[src/rtl/seg_scan_driver.sv]
// Time-multiplexed four-digit 7-segment scanner with guard blanking and a frame-latched shadow.
// Optional digit blinking is compiled in when SEG_BLINK_EN is defined.
module seg_scan_driver #(
  parameter int SCAN_DIV     = 4096,
  parameter int GUARD        = 16,
  parameter int BLINK_FRAMES = 64
) (
  input  logic        clk,
  input  logic        resetn,
  input  logic [27:0] seg_in,
  input  logic [3:0]  blink_mask,
  output logic [3:0]  an,
  output logic [6:0]  cathode,
  output logic        frame_tick
);

  localparam int DW = $clog2(SCAN_DIV);
  localparam logic [DW-1:0] DIV_LAST = DW'(SCAN_DIV - 1);
  localparam logic [DW-1:0] GUARD_L  = DW'(GUARD);

  logic [DW-1:0] div_cnt_reg;
  logic [1:0]    dig_reg;
  logic [27:0]   shadow_reg;
  logic [3:0]    an_reg;
  logic [6:0]    cathode_reg;
  logic          frame_tick_reg;

  logic          slot_end;
  logic          frame_end;
  logic          in_guard;
  logic          blank;
  logic [6:0]    field_sel;
  logic [6:0]    fields [4];
  logic [3:0]    an_next;
  logic [6:0]    cathode_next;

  // Digit 0 is the leftmost field, i.e. the top seven bits of the shadow.
  genvar gi;
  generate
    for (gi = 0; gi < 4; gi++) begin : g_field
      assign fields[gi] = shadow_reg[27-7*gi -: 7];
    end
  endgenerate

  assign field_sel = fields[dig_reg];
  assign slot_end  = (div_cnt_reg == DIV_LAST);
  assign frame_end = slot_end && (dig_reg == 2'd3);
  assign in_guard  = (div_cnt_reg < GUARD_L);

`ifdef SEG_BLINK_EN
  localparam int FW = (BLINK_FRAMES > 1) ? $clog2(BLINK_FRAMES) : 1;
  localparam logic [FW-1:0] FRM_LAST = FW'(BLINK_FRAMES - 1);

  logic [FW-1:0] frm_cnt_reg;
  logic          phase_reg;

  always_ff @(posedge clk or negedge resetn) begin
    if (!resetn) begin
      frm_cnt_reg <= '0;
      phase_reg   <= 1'b1;
    end else if (frame_end) begin
      if (frm_cnt_reg == FRM_LAST) begin
        frm_cnt_reg <= '0;
        phase_reg   <= ~phase_reg;
      end else begin
        frm_cnt_reg <= frm_cnt_reg + FW'(1);
      end
    end
  end

  assign blank = blink_mask[2'd3 - dig_reg] & ~phase_reg;
`else
  logic unused_blink;
  assign unused_blink = ^blink_mask;
  assign blank        = 1'b0;
`endif

  // The anode stays driven for a blanked digit; only the guard turns it off.
  always_comb begin
    an_next      = 4'hF;
    cathode_next = 7'h7F;
    if (!in_guard) begin
      an_next = ~(4'b1000 >> dig_reg);
      if (!blank) cathode_next = ~field_sel;
    end
  end

  always_ff @(posedge clk or negedge resetn) begin
    if (!resetn) begin
      div_cnt_reg    <= '0;
      dig_reg        <= 2'd0;
      shadow_reg     <= '0;
      an_reg         <= 4'hF;
      cathode_reg    <= 7'h7F;
      frame_tick_reg <= 1'b0;
    end else begin
      div_cnt_reg    <= slot_end ? '0 : div_cnt_reg + DW'(1);
      if (slot_end) dig_reg <= dig_reg + 2'd1;
      if (frame_end) shadow_reg <= seg_in;
      frame_tick_reg <= frame_end;
      an_reg         <= an_next;
      cathode_reg    <= cathode_next;
    end
  end

  assign an         = an_reg;
  assign cathode    = cathode_reg;
  assign frame_tick = frame_tick_reg;

endmodule

[config.mk]
export PLATFORM = sky130hd
export DESIGN_NAME = seg_scan_driver
export DESIGN_NICKNAME = d
export VERILOG_FILES = /design/src/rtl/seg_scan_driver.sv
export SDC_FILE = /design/constraint.sdc
export NUM_CORES = 1
export LEC_CHECK = 0
export ABC_AREA = 1
export CAP_MARGIN = 20
export CELL_PAD_IN_SITES_DETAIL_PLACEMENT = 1
export CELL_PAD_IN_SITES_GLOBAL_PLACEMENT = 1
export CORE_MARGIN = 2
export CORE_UTILIZATION = 41
export DETAILED_ROUTE_END_ITERATION = 12
export PLACE_DENSITY_LB_ADDON = 0.1
export SYNTH_ARGS = -nofsm -noshare
export SYNTH_HDL_FRONTEND = slang
export SYNTH_SLANG_ARGS = --single-unit
[constraint.sdc]
create_clock -name clk -period 3.3 [get_ports clk]
set_clock_uncertainty 0.2 [all_clocks]
set_input_delay 0.66 -clock clk [delete_from_list [all_inputs] [get_ports clk]]
set_output_delay 0.66 -clock clk [all_outputs]
set_load 0.02 [all_outputs]
==> results.toml <==
[outcome]
status = "completed"

[logic_synthesis]
synth_area_leader_cell = "dfrtp_1"
synth-edff-count = 0
syn_inst = 278
synth_top_family_by_area = "simple AND/OR/NAND/NOR gates"
synth_compound_area_share_pct = 5.274
syn_area_um2 = 2444
syn_avg_cell_area_um2 = 8.790
ys_seq_area_share_pct = 55.86
syn_nets = 317
yosys-top-cells-count = "92 x nand2_1, 43 x dfrtp_1, 32 x nand3_1"
async_flop_share_pct = 100.0
yosysMostFrequentCell = "nand2_1"
synth_area_leaders = "dfrtp_1 44%, nand2_1 14%, dfstp_2 12%"
ys_types = 22
yosys_warnings = 0
synth_fa_ha_area_share_pct = 2.560
synth_top_area_share_pct = 44.03
synth-main-ff-cell = "dfrtp_1"
ys_ff_latch = 54
synthSimpleGateAreaFrac_pct = 28.78
synth_xor_area_share_pct = 1.792
synthMuxAreaShare_pct = 0

[power]
p_per_area_nw_per_um2 = 386.6
vdd_drop_max_mv = 0.1806
leakagePower_nw = 1.340

[final_layout]
drive_above_1_share_pct = 8.517
syn_to_final_growth_pct = 21.81
nNetsFinal = 355
utilization_pct = 50.88
largest_reg_flops = 28
antenna_cells = 0
finalInstanceArea_um2 = 2977

[drt]
wire_per_inst_um = 14.45
dr.pass1.iters = 3
drt-initial-drc-count = 63
routed_via_density = 4.941
vias = 1937
route.detailed.drc = 0
top_layer = "met4"
routed_wl_mm = 5.663
wl_met2_mm = 2.902
wl_met1_mm = 2.575
route.met3.wl_um = 144
antenna_left = 0

[hold_path]
hold_path.class = "input port to asynchronous set/reset pin"

[worst_setup_path]
worstPathBufferInverterCount = 1
worst_path_max_delay_cell = "clkdlybuf4s50_1"
crit_arrival_ps = 1440
critPathRequiredTime_ps = 2440
critPathMaxFanout = 1
ff2ff_setup_slack_ps = 1050
end_kind = "output port"
crit_family = "buffers and inverters"
critPathMaxStageDelay_ps = 600
critical_path_class = "flop to output port"
critPathLaunchType = "flop"
crit_chain = "clkdlybuf4s50_1"

[cts]
post_cts_resized = 0
clk_pin_slew_ps = 100
htree_levels = 2
cts_buffers = 5
post_cts_buffers = 0
clockBufferDepth = 2
cts_tree = "yes"
clock-root-buffer = "clkbuf_8"
clkSinkCount = 54
clk_latency_ps = 300
holdBufCountCts = 0

[timing]
worstMarginPinSlew_ps = 796.0
min_period_ps = 2298
drv_slew = 0
rsz0062_at_grt = "false"
fin_crit_sh_pct = 69.65
fmax_mhz = 435.1
relSlewSlack_pct = 46.81
fin_tns_setup_ps = 0
setup_viol = 0
finalHoldViolations = 0

[global_routing]
grt_overflow = 0
grt_max_degree = 55
grt_usage_pct = 18.54
grt_pass1_wl_mm = 9.335
grt_antenna_before_repair = 0
grt_pass1_vias = 2044

[run]
maxCapViolCount = 0

[place]
dp_hpwl_mm = 3.823
numPortBuffers = 41
place_area_um2 = 2870
gp_congestion = 0.7940

[floorplan]
die_y_um = 81.20
coreArea_um2 = 5851
fp.dieArea_um2 = 6593
die_w_um = 81.20
pin_count = 46
start_util_pct = 41.77
fp-row-count = 28
## area by class of cell
cell class / count / area (um^2)
fill: 696 / 2874
clock inverter: 1 / 30.03
inverter: 14 / 52.55
sequential: 54 / 1365
tap: 75 / 93.84
timing repair buffer: 43 / 420.4
clock buffer: 7 / 76.32
multi-input combinational: 198 / 938.4
## layout by cell type (no fill, tap or decap), types with 2 or more instances in the layout
cell type,netlist,routed
a21oi_1,2,2
buf_4,0,2
clkbuf_1,3,2
clkbuf_8,0,5
clkdlybuf4s50_1,0,40
dfrtp_1,43,43
dfstp_2,11,11
ha_1,5,5
inv_1,14,14
nand2_1,92,92
nand2_2,2,2
nand3_1,32,32
nand4_1,2,2
nor2_1,26,26
nor2_2,2,2
nor2_4,2,2
nor3_1,3,3
nor4_1,2,2
o21ai_0,15,15
o22ai_1,7,7
xnor2_1,2,2
xor2_1,3,3
## power breakdown
part / switching, mW / leakage [nW] / internal, mW
logic: 0.0173 / 0.733 / 0.0298
registers: 0 / 0.554 / 0.662
clock network: 0.214 / 0.0524 / 0.228
total: 0.232 / 1.34 / 0.919
## worst reg2reg max path, stage by stage (launching register included)
cell	delay, ps
dfrtp_1	690
ha_1	270
nand4_2	630
nand2_1	260
nand2_1	90
## final timing paths
check                                        from                       end  cells after the start
setup / recovery             cathode[5]$_DFF_PN1_                cathode[5]                      1
hold / removal                             resetn  div_cnt_reg[9]$_DFF_PN0_                      2
setup reg to reg           dig_reg[0]$_DFFE_PN0N_     fields[0]$_DFFE_PN0P_                      4
hold reg to reg            fields[18]$_DFFE_PN0P_    fields[18]$_DFFE_PN0P_                      2
max in group asynchronous                  resetn     fields[1]$_DFFE_PN0P_                      2
min in group clk           fields[18]$_DFFE_PN0P_    fields[18]$_DFFE_PN0P_                      2
## through the flow
stage          worst slack (ps)  power, mW  hold WS (ps)  cells
2_1_floorplan              1741     0.6746         164.4    278
3_3_place_gp               1062     0.7225         256.8    384
3_5_place_dp               1023     0.7230         262.2    384
4_1_cts                   985.8      1.164         287.4    392
5_1_grt                   833.7      1.187         307.3    392
6_report                   1002      1.151         271.8    392
## cell families after synthesis
family,after synthesis
AOI/OAI and AO/OA,24
xor gates and xnor gates,5
DFF,54
adders and majority gates,5
buffers and inverters,26
and+or+nand+nor,164
## per-layer routing
metal / vias to the layer above / track usage (%)
li1: 964 / -
met1: 940 / 21.94
met2: 28 / 34.21
met3: 5 / 3.778
met4: 0 / 4.576
met5: - / 0
Power figures use the tool's default switching activity.
